<file path="src/rtl/dmem_sized_if.sv">
// Request/response bundle between the MEM stage and the data memory,
// plus the debug word-view lines.
interface dmem_sized_if #(
    parameter int DEPTH_WORDS = 64
);
    localparam int AW = $clog2(DEPTH_WORDS);

    logic [31:0]   address;
    logic [31:0]   write_data;
    logic          memorywrite;
    logic          memoryread;
    logic [2:0]    funct3;
    logic [31:0]   read_data;
    logic          read_valid;
    logic          fault;
    logic          busy;
    logic [AW-1:0] view_index;
    logic [31:0]   view_data;

    modport master (
        output address, write_data, memorywrite, memoryread, funct3, view_index,
        input  read_data, read_valid, fault, busy, view_data
    );

    modport slave (
        input  address, write_data, memorywrite, memoryread, funct3, view_index,
        output read_data, read_valid, fault, busy, view_data
    );
endinterface

</file>
<file path="src/rtl/dmem_sized.sv">
// Byte-addressed data memory for the RV32 MEM stage: sized stores with byte
// enables, sign/zero-extended loads with one-cycle latency, fault detection,
// and a zeroing sweep after every reset.
module dmem_sized #(
    parameter  int DEPTH_WORDS = 64,
    localparam int AW          = $clog2(DEPTH_WORDS)
) (
    input logic         clk,
    input logic         reset_n,
    dmem_sized_if.slave bus
);
    typedef enum logic {ST_CLEAR, ST_RUN} state_t;

    state_t        state_reg, state_next;
    logic [AW-1:0] clr_cnt_reg;
    logic [31:0]   read_data_reg;
    logic          read_valid_reg;
    logic          fault_reg;

    logic          busy, clearing, accept;
    logic [AW-1:0] word_idx;
    logic [1:0]    byte_off;
    logic          in_range, misaligned, ld_f3_ok, st_f3_ok;
    logic          ld_fault, st_fault, do_write;
    logic [3:0]    byte_en;
    logic [31:0]   wdata_lanes;
    logic [31:0]   rd_word, view_word;
    logic [31:0]   shifted, load_value;
    logic [7:0]    byte_sel;
    logic [15:0]   half_sel;

    assign word_idx = bus.address[AW+1:2];
    assign byte_off = bus.address[1:0];

    // State register: every reset restarts the zeroing sweep
    always_ff @(posedge clk or negedge reset_n) begin
        if (!reset_n) state_reg <= ST_CLEAR;
        else          state_reg <= state_next;
    end

    // Next state: leave CLEAR once the last word has been zeroed
    always_comb begin
        state_next = state_reg;
        if (state_reg == ST_CLEAR && clr_cnt_reg == AW'(DEPTH_WORDS - 1))
            state_next = ST_RUN;
    end

    // State outputs: busy while sweeping, requests served only in RUN
    always_comb begin
        busy     = (state_reg == ST_CLEAR);
        clearing = (state_reg == ST_CLEAR);
        accept   = (state_reg == ST_RUN);
    end

    // Sweep word counter, one word per cycle while clearing
    always_ff @(posedge clk or negedge reset_n) begin
        if (!reset_n)      clr_cnt_reg <= '0;
        else if (clearing) clr_cnt_reg <= clr_cnt_reg + AW'(1);
    end

    // Request decode: range, alignment and funct3 legality for each access kind
    always_comb begin
        in_range = (bus.address >> (AW + 2)) == 32'd0;
        case (bus.funct3[1:0])
            2'b01:   misaligned = byte_off[0];
            2'b10:   misaligned = (byte_off != 2'b00);
            default: misaligned = 1'b0;
        endcase
        ld_f3_ok = (bus.funct3[1:0] != 2'b11) && (bus.funct3[2:1] != 2'b11);
        st_f3_ok = !bus.funct3[2] && (bus.funct3[1:0] != 2'b11);
        ld_fault = bus.memoryread  && !(ld_f3_ok && in_range && !misaligned);
        st_fault = bus.memorywrite && !(st_f3_ok && in_range && !misaligned);
        do_write = accept && bus.memorywrite && !st_fault;
    end

    // Store lane enables and lane-replicated write data
    always_comb begin
        case (bus.funct3[1:0])
            2'b00: begin
                byte_en     = 4'b0001 << byte_off;
                wdata_lanes = {4{bus.write_data[7:0]}};
            end
            2'b01: begin
                byte_en     = byte_off[1] ? 4'b1100 : 4'b0011;
                wdata_lanes = {2{bus.write_data[15:0]}};
            end
            default: begin
                byte_en     = 4'b1111;
                wdata_lanes = bus.write_data;
            end
        endcase
    end

    // One byte-wide array per lane so each lane has its own write enable
    for (genvar gi = 0; gi < 4; gi++) begin : g_lane
        logic [7:0] lane_mem [DEPTH_WORDS];

        // Sweep zeroing takes priority; otherwise write this lane if enabled
        always_ff @(posedge clk) begin
            if (clearing)
                lane_mem[clr_cnt_reg] <= 8'h00;
            else if (do_write && byte_en[gi])
                lane_mem[word_idx] <= wdata_lanes[8*gi +: 8];
        end

        assign rd_word[8*gi +: 8]   = lane_mem[word_idx];
        assign view_word[8*gi +: 8] = lane_mem[bus.view_index];
    end

    // Load lane selection and sign/zero extension of the pre-write word
    always_comb begin
        shifted  = rd_word >> {byte_off, 3'b000};
        byte_sel = shifted[7:0];
        half_sel = byte_off[1] ? rd_word[31:16] : rd_word[15:0];
        case (bus.funct3)
            3'b000:  load_value = {{24{byte_sel[7]}}, byte_sel};
            3'b100:  load_value = {24'h0, byte_sel};
            3'b001:  load_value = {{16{half_sel[15]}}, half_sel};
            3'b101:  load_value = {16'h0, half_sel};
            default: load_value = rd_word;
        endcase
    end

    // Registered load response and fault pulse
    always_ff @(posedge clk or negedge reset_n) begin
        if (!reset_n) begin
            read_data_reg  <= 32'h0;
            read_valid_reg <= 1'b0;
            fault_reg      <= 1'b0;
        end else begin
            read_valid_reg <= accept && bus.memoryread;
            fault_reg      <= accept && (ld_fault || st_fault);
            if (accept && bus.memoryread)
                read_data_reg <= ld_fault ? 32'h0 : load_value;
        end
    end

    assign bus.read_data  = read_data_reg;
    assign bus.read_valid = read_valid_reg;
    assign bus.fault      = fault_reg;
    assign bus.busy       = busy;
    assign bus.view_data  = view_word;
endmodule
</file>
<file path="src/flat_wrapper.sv">
// flat-port wrapper written by rule: the top's interface ports become plain ports
module dmem_sized_flat 
#(
    parameter  int DEPTH_WORDS = 64,
    localparam int AW          = $clog2(DEPTH_WORDS)
)
  (clk, reset_n, bus_address, bus_write_data, bus_memorywrite, bus_memoryread, bus_funct3, bus_view_index, bus_read_data, bus_read_valid, bus_fault, bus_busy, bus_view_data);
  dmem_sized_if #(.DEPTH_WORDS(DEPTH_WORDS)) bus_i ();
  input logic clk;
  input logic reset_n;
  input wire logic [$bits(bus_i.address)-1:0] bus_address;
  input wire logic [$bits(bus_i.write_data)-1:0] bus_write_data;
  input wire logic [$bits(bus_i.memorywrite)-1:0] bus_memorywrite;
  input wire logic [$bits(bus_i.memoryread)-1:0] bus_memoryread;
  input wire logic [$bits(bus_i.funct3)-1:0] bus_funct3;
  input wire logic [$bits(bus_i.view_index)-1:0] bus_view_index;
  output wire logic [$bits(bus_i.read_data)-1:0] bus_read_data;
  output wire logic [$bits(bus_i.read_valid)-1:0] bus_read_valid;
  output wire logic [$bits(bus_i.fault)-1:0] bus_fault;
  output wire logic [$bits(bus_i.busy)-1:0] bus_busy;
  output wire logic [$bits(bus_i.view_data)-1:0] bus_view_data;
  assign bus_i.address = bus_address;
  assign bus_i.write_data = bus_write_data;
  assign bus_i.memorywrite = bus_memorywrite;
  assign bus_i.memoryread = bus_memoryread;
  assign bus_i.funct3 = bus_funct3;
  assign bus_i.view_index = bus_view_index;
  assign bus_read_data = bus_i.read_data;
  assign bus_read_valid = bus_i.read_valid;
  assign bus_fault = bus_i.fault;
  assign bus_busy = bus_i.busy;
  assign bus_view_data = bus_i.view_data;
  dmem_sized #(.DEPTH_WORDS(DEPTH_WORDS)) u_core (.clk(clk), .reset_n(reset_n), .bus(bus_i));
endmodule
</file>
<file path="config.mk">
export PLATFORM = sky130hd
export DESIGN_NAME = dmem_sized_flat
export DESIGN_NICKNAME = d
export VERILOG_FILES = /design/src/rtl/dmem_sized_if.sv /design/src/rtl/dmem_sized.sv /design/src/flat_wrapper.sv
export SDC_FILE = /design/constraint.sdc
export NUM_CORES = 2
export LEC_CHECK = 0
export CAP_MARGIN = 0
export CORE_MARGIN = 3
export CORE_UTILIZATION = 30
export CTS_CLUSTER_DIAMETER = 30
export DETAILED_ROUTE_END_ITERATION = 12
export DONT_BUFFER_PORTS = 1
export GPL_TIMING_DRIVEN = 0
export PLACE_DENSITY = 0.55
export SLEW_MARGIN = 20
export SYNTH_ARGS = -nofsm -noshare
export SYNTH_HDL_FRONTEND = slang
export SYNTH_SLANG_ARGS = --single-unit
</file>
<file path="constraint.sdc">
create_clock -name clk -period 7.25 [get_ports clk]
set_input_delay 1.0875 -clock clk [delete_from_list [all_inputs] [get_ports clk]]
set_output_delay 1.0875 -clock clk [all_outputs]
set_load 0.02 [all_outputs]
</file>
==> key figures <==
Run status
  • Status: finished, final reports clean

Power and ir drop
  • VDD IR-drop max: 0.220 mV
  • LEAKAGE: 34.2 nW
  • Total power: 36.1 mW
  • Power density cells: 287 nW/um^2

Clock network
  • Htree depth: 5
  • CTS tree: done
  • Clk_lat worst skew: 960 ps
  • CTS Sinks: 2,089
  • Setup Fix Bufs, Post-CTS: 0
  • CTS Buf Count: 447
  • Clk slew on worst S/H paths: 50 ps
  • Clock root buffer: clkbuf_16
  • Clock Path Buffers: 4

Setup path
  • WP data arrival: 7610 ps
  • Peak fanout along the critical path: 9
  • Crit path launch type: input pin
  • Critical Path RT: 7770 ps
  • Worst Setup End Kind: register
  • Worst Path Class, Setup: input pin to register

Timing
  • Max_slew headroom: 10.7%
  • Worst Clk Skew: 97.6 ps
  • Hold Violations, Final: 0
  • Slew Limit Fails: 0
  • F_max: 141 MHz
  • Fin crit share: 97.8%
  • # setup viols final: 0
  • Worst Tran Pin Value: 1340 ps
  • Worst hold slack: 15.8 ps
  • Tmin final: 7090 ps
  • Unrepaired setup endpoints after global routing: no

Route
  • ANT nets after route: 0
  • Iter 0 DRT Violations: 12.0k
  • Top routing layer in use: met5
  • Drt pass-1 iters: 5
  • Total number of vias: 65.7k
  • Total Wirelength: 495 mm
  • Met2 WL post-DR: 214 mm
  • DRC viols: 0
  • Routed vias/inst: 6.38
  • DR WL/cell: 48.0 um
  • Post-Route M1 WL: 165 mm
  • WL met3: 70.3 mm

Logic synthesis
  • Main synth FF type: edfxtp_1
  • Share of the synthesized area in the top cell type: 62.4%
  • Mapped Area: 98,500 sq um
  • Number of synthesized flops with an enable pin: 2,048
  • Post-synthesis register bit count: 2,089
  • Syn_nets: 4,933
  • Post-synthesis sequential area ratio: 63.4%
  • Avg Inst Size Synth: 20.3 sq um
  • Dominant cell type by area after synthesis: edfxtp_1
  • Largest cells by area after synthesis: edfxtp_1 62%, mux4_2 27%, mux2i_1 1.4%, nor2_1 1.1%, dfrtp_1 1.0%
  • Share of async-settable or async-resettable flops after synthesis: 1.96%
  • Yosys cell types: 69
  • Syn Inst Count: 4,851
  • Ys Warns: 0

Min path
  • Min-delay worst type: input pin to asynchronous set/reset pin

Final layout
  • Fraction of layout instances using a drive strength above 1: 47.0%
  • Nets: 5,611
  • Largest register FFs: 2,048
  • Area growth, synth to finish: 27.4%
  • Fin util: 38.6%
  • FILL cells: 29.2k

Global routing
  • Initial antenna violation count: 65
  • Number of global-route vias before repair: 62.8k
  • Overflow after GRT: 0
  • Largest net degree at the start of global routing: 65
  • Global-route wire length before repair: 631 mm
  • GRT Total Usage: 29.0%

Flow run
  • Max Cap Violations: 0

Floorplan
  • Core area: 326,000 sq um
  • Cell Rows: 209
  • I/O pin count: 144
  • DIE AREA: 335,000 sq um
  • Chip width: 579 um
  • Initial Util: 30.3%
  • Chip Height: 579 um

Placement
  • DP HPWL: 362 mm
  • Port Buf Inserts: 0
  • GP Congestion: 1.05
[synth_stat cells, drive strengths merged, types with 8 or more instances]
| cell | count |
|---|---|
| edfxtp | 2048 |
| mux4 | 1214 |
| nor2 | 289 |
| clkbuf | 211 |
| nand2 | 211 |
| buf | 178 |
| mux2i | 139 |
| a22oi | 73 |
| a21oi | 57 |
| nand3 | 47 |
| dfrtp | 41 |
| o21ai | 38 |
| nor3 | 37 |
| a32oi | 29 |
| a31oi | 21 |
| mux2 | 20 |
| and3 | 17 |
| inv | 17 |
| nand2b | 17 |
| nor2b | 16 |
| o211ai | 15 |
| and2 | 9 |
| o22ai | 9 |
| a21o | 8 |
| or2 | 8 |
[routing by layer]
layer | vias up | GRT usage [%]
li1 | 22806 | -
met4 | 18 | 21.8
met1 | 35407 | 34.2
met3 | 1458 | 12.2
met5 | - | 0
met2 | 6035 | 42.2
[cell type report]
| cell class | count | area (sq um) | share of cell area [%] |
|---|---|---|---|
| diodes | 75 | 188 | 0.150 |
| inverters | 17 | 63.8 | 0.0508 |
| repair buffers | 229 | 4600 | 3.66 |
| multi-input cells | 2356 | 35100 | 28.0 |
| plain buffers | 389 | 2150 | 1.71 |
| flip-flops and latches | 2089 | 62500 | 49.8 |
| clock buffers | 496 | 11500 | 9.13 |
| well taps | 4325 | 5410 | 4.31 |
| clock inverters | 332 | 4050 | 3.23 |
[worst max-delay path, cell delays in order]
cell       delay (ps)
ha_1              490
nor4_1            390
nand4_1           860
a2111oi_2        1300
nand2_1           690
o32ai_1          1140
nand2_1           620
nor2_1           1000
[path summary, 6_finish.rpt]
kind,slack [ps],start,to,cells after the start
setup / recovery,160,bus_funct3[0],u_core.g_lane[0].lane_mem[40][4],8
hold / removal,20,reset_n,u_core.clr_cnt_reg[1],1
setup reg to reg,1110,u_core.accept,u_core.g_lane[0].lane_mem[40][4],7
hold reg to reg,640,u_core.clr_cnt_reg[0],u_core.clr_cnt_reg[1],2
max in group asynchronous,6880,reset_n,u_core.bus.read_data[25],1
min in group clk,420,bus_funct3[2],u_core.bus.read_data[15],2
[cell families after synthesis]
kind of cell	after synthesis	synth area share (%)
compound gates	300	2.13
xor+xnor	5	0.0444
fa+ha+maj	5	0.0635
buf+inv	406	1.98
flops	2089	63.4
mux	1373	29.4
simple gates	673	2.90
[where the power goes]
part	switching, mW	internal [mW]
sequential	0	13.1
combinational	1.41	0.543
clock	7.12	13.9
[placed cells by master (no fill, tap or decap), types with 10 or more instances in the layout]
cell and n:
a21oi_1 37, a21oi_4 16, a22oi_1 72, a31oi_1 10
a32oi_1 29, buf_12 64, buf_16 87, buf_2 120
buf_4 40, buf_6 52, buf_8 40, bufinv_16 71
clkbuf_1 114, clkbuf_16 450, clkbuf_2 139, clkinv_1 53
clkinv_2 77, clkinv_4 29, clkinvlp_4 54, dfrtp_1 41
diode_2 75, edfxtp_1 2048, inv_1 16, inv_6 31
mux2_2 20, mux2i_1 136, mux4_1 14, mux4_2 1200
nand2_1 211, nand2b_1 17, nand3_1 47, nor2_1 104
nor2_2 185, nor2b_1 12, nor3_1 19, nor3_2 18
o211ai_1 14, o21ai_0 13, o21ai_1 20
[stage by stage]
step | setup TNS (ps) | instance area, sq um | worst slack [ps] | instances
final | 0 | 126000 | 159 | 10308
after global routing | 0 | 125000 | 441 | 10288
after CTS | 0 | 125000 | 519 | 10232
after detailed placement | -92540 | 110000 | -405 | 9403
after global placement | -5510190 | 104000 | -3640 | 9176
after floorplan | 0 | 98500 | 1720 | 4851
[what timing repair did]
| item | in CTS | in global routing |
|---|---|---|
| resized for setup | 0 | 0 |
| hold buffers | 1 | 0 |
| hold endpoints to repair | 41 | 0 |
(Power assumes the default switching activity.)
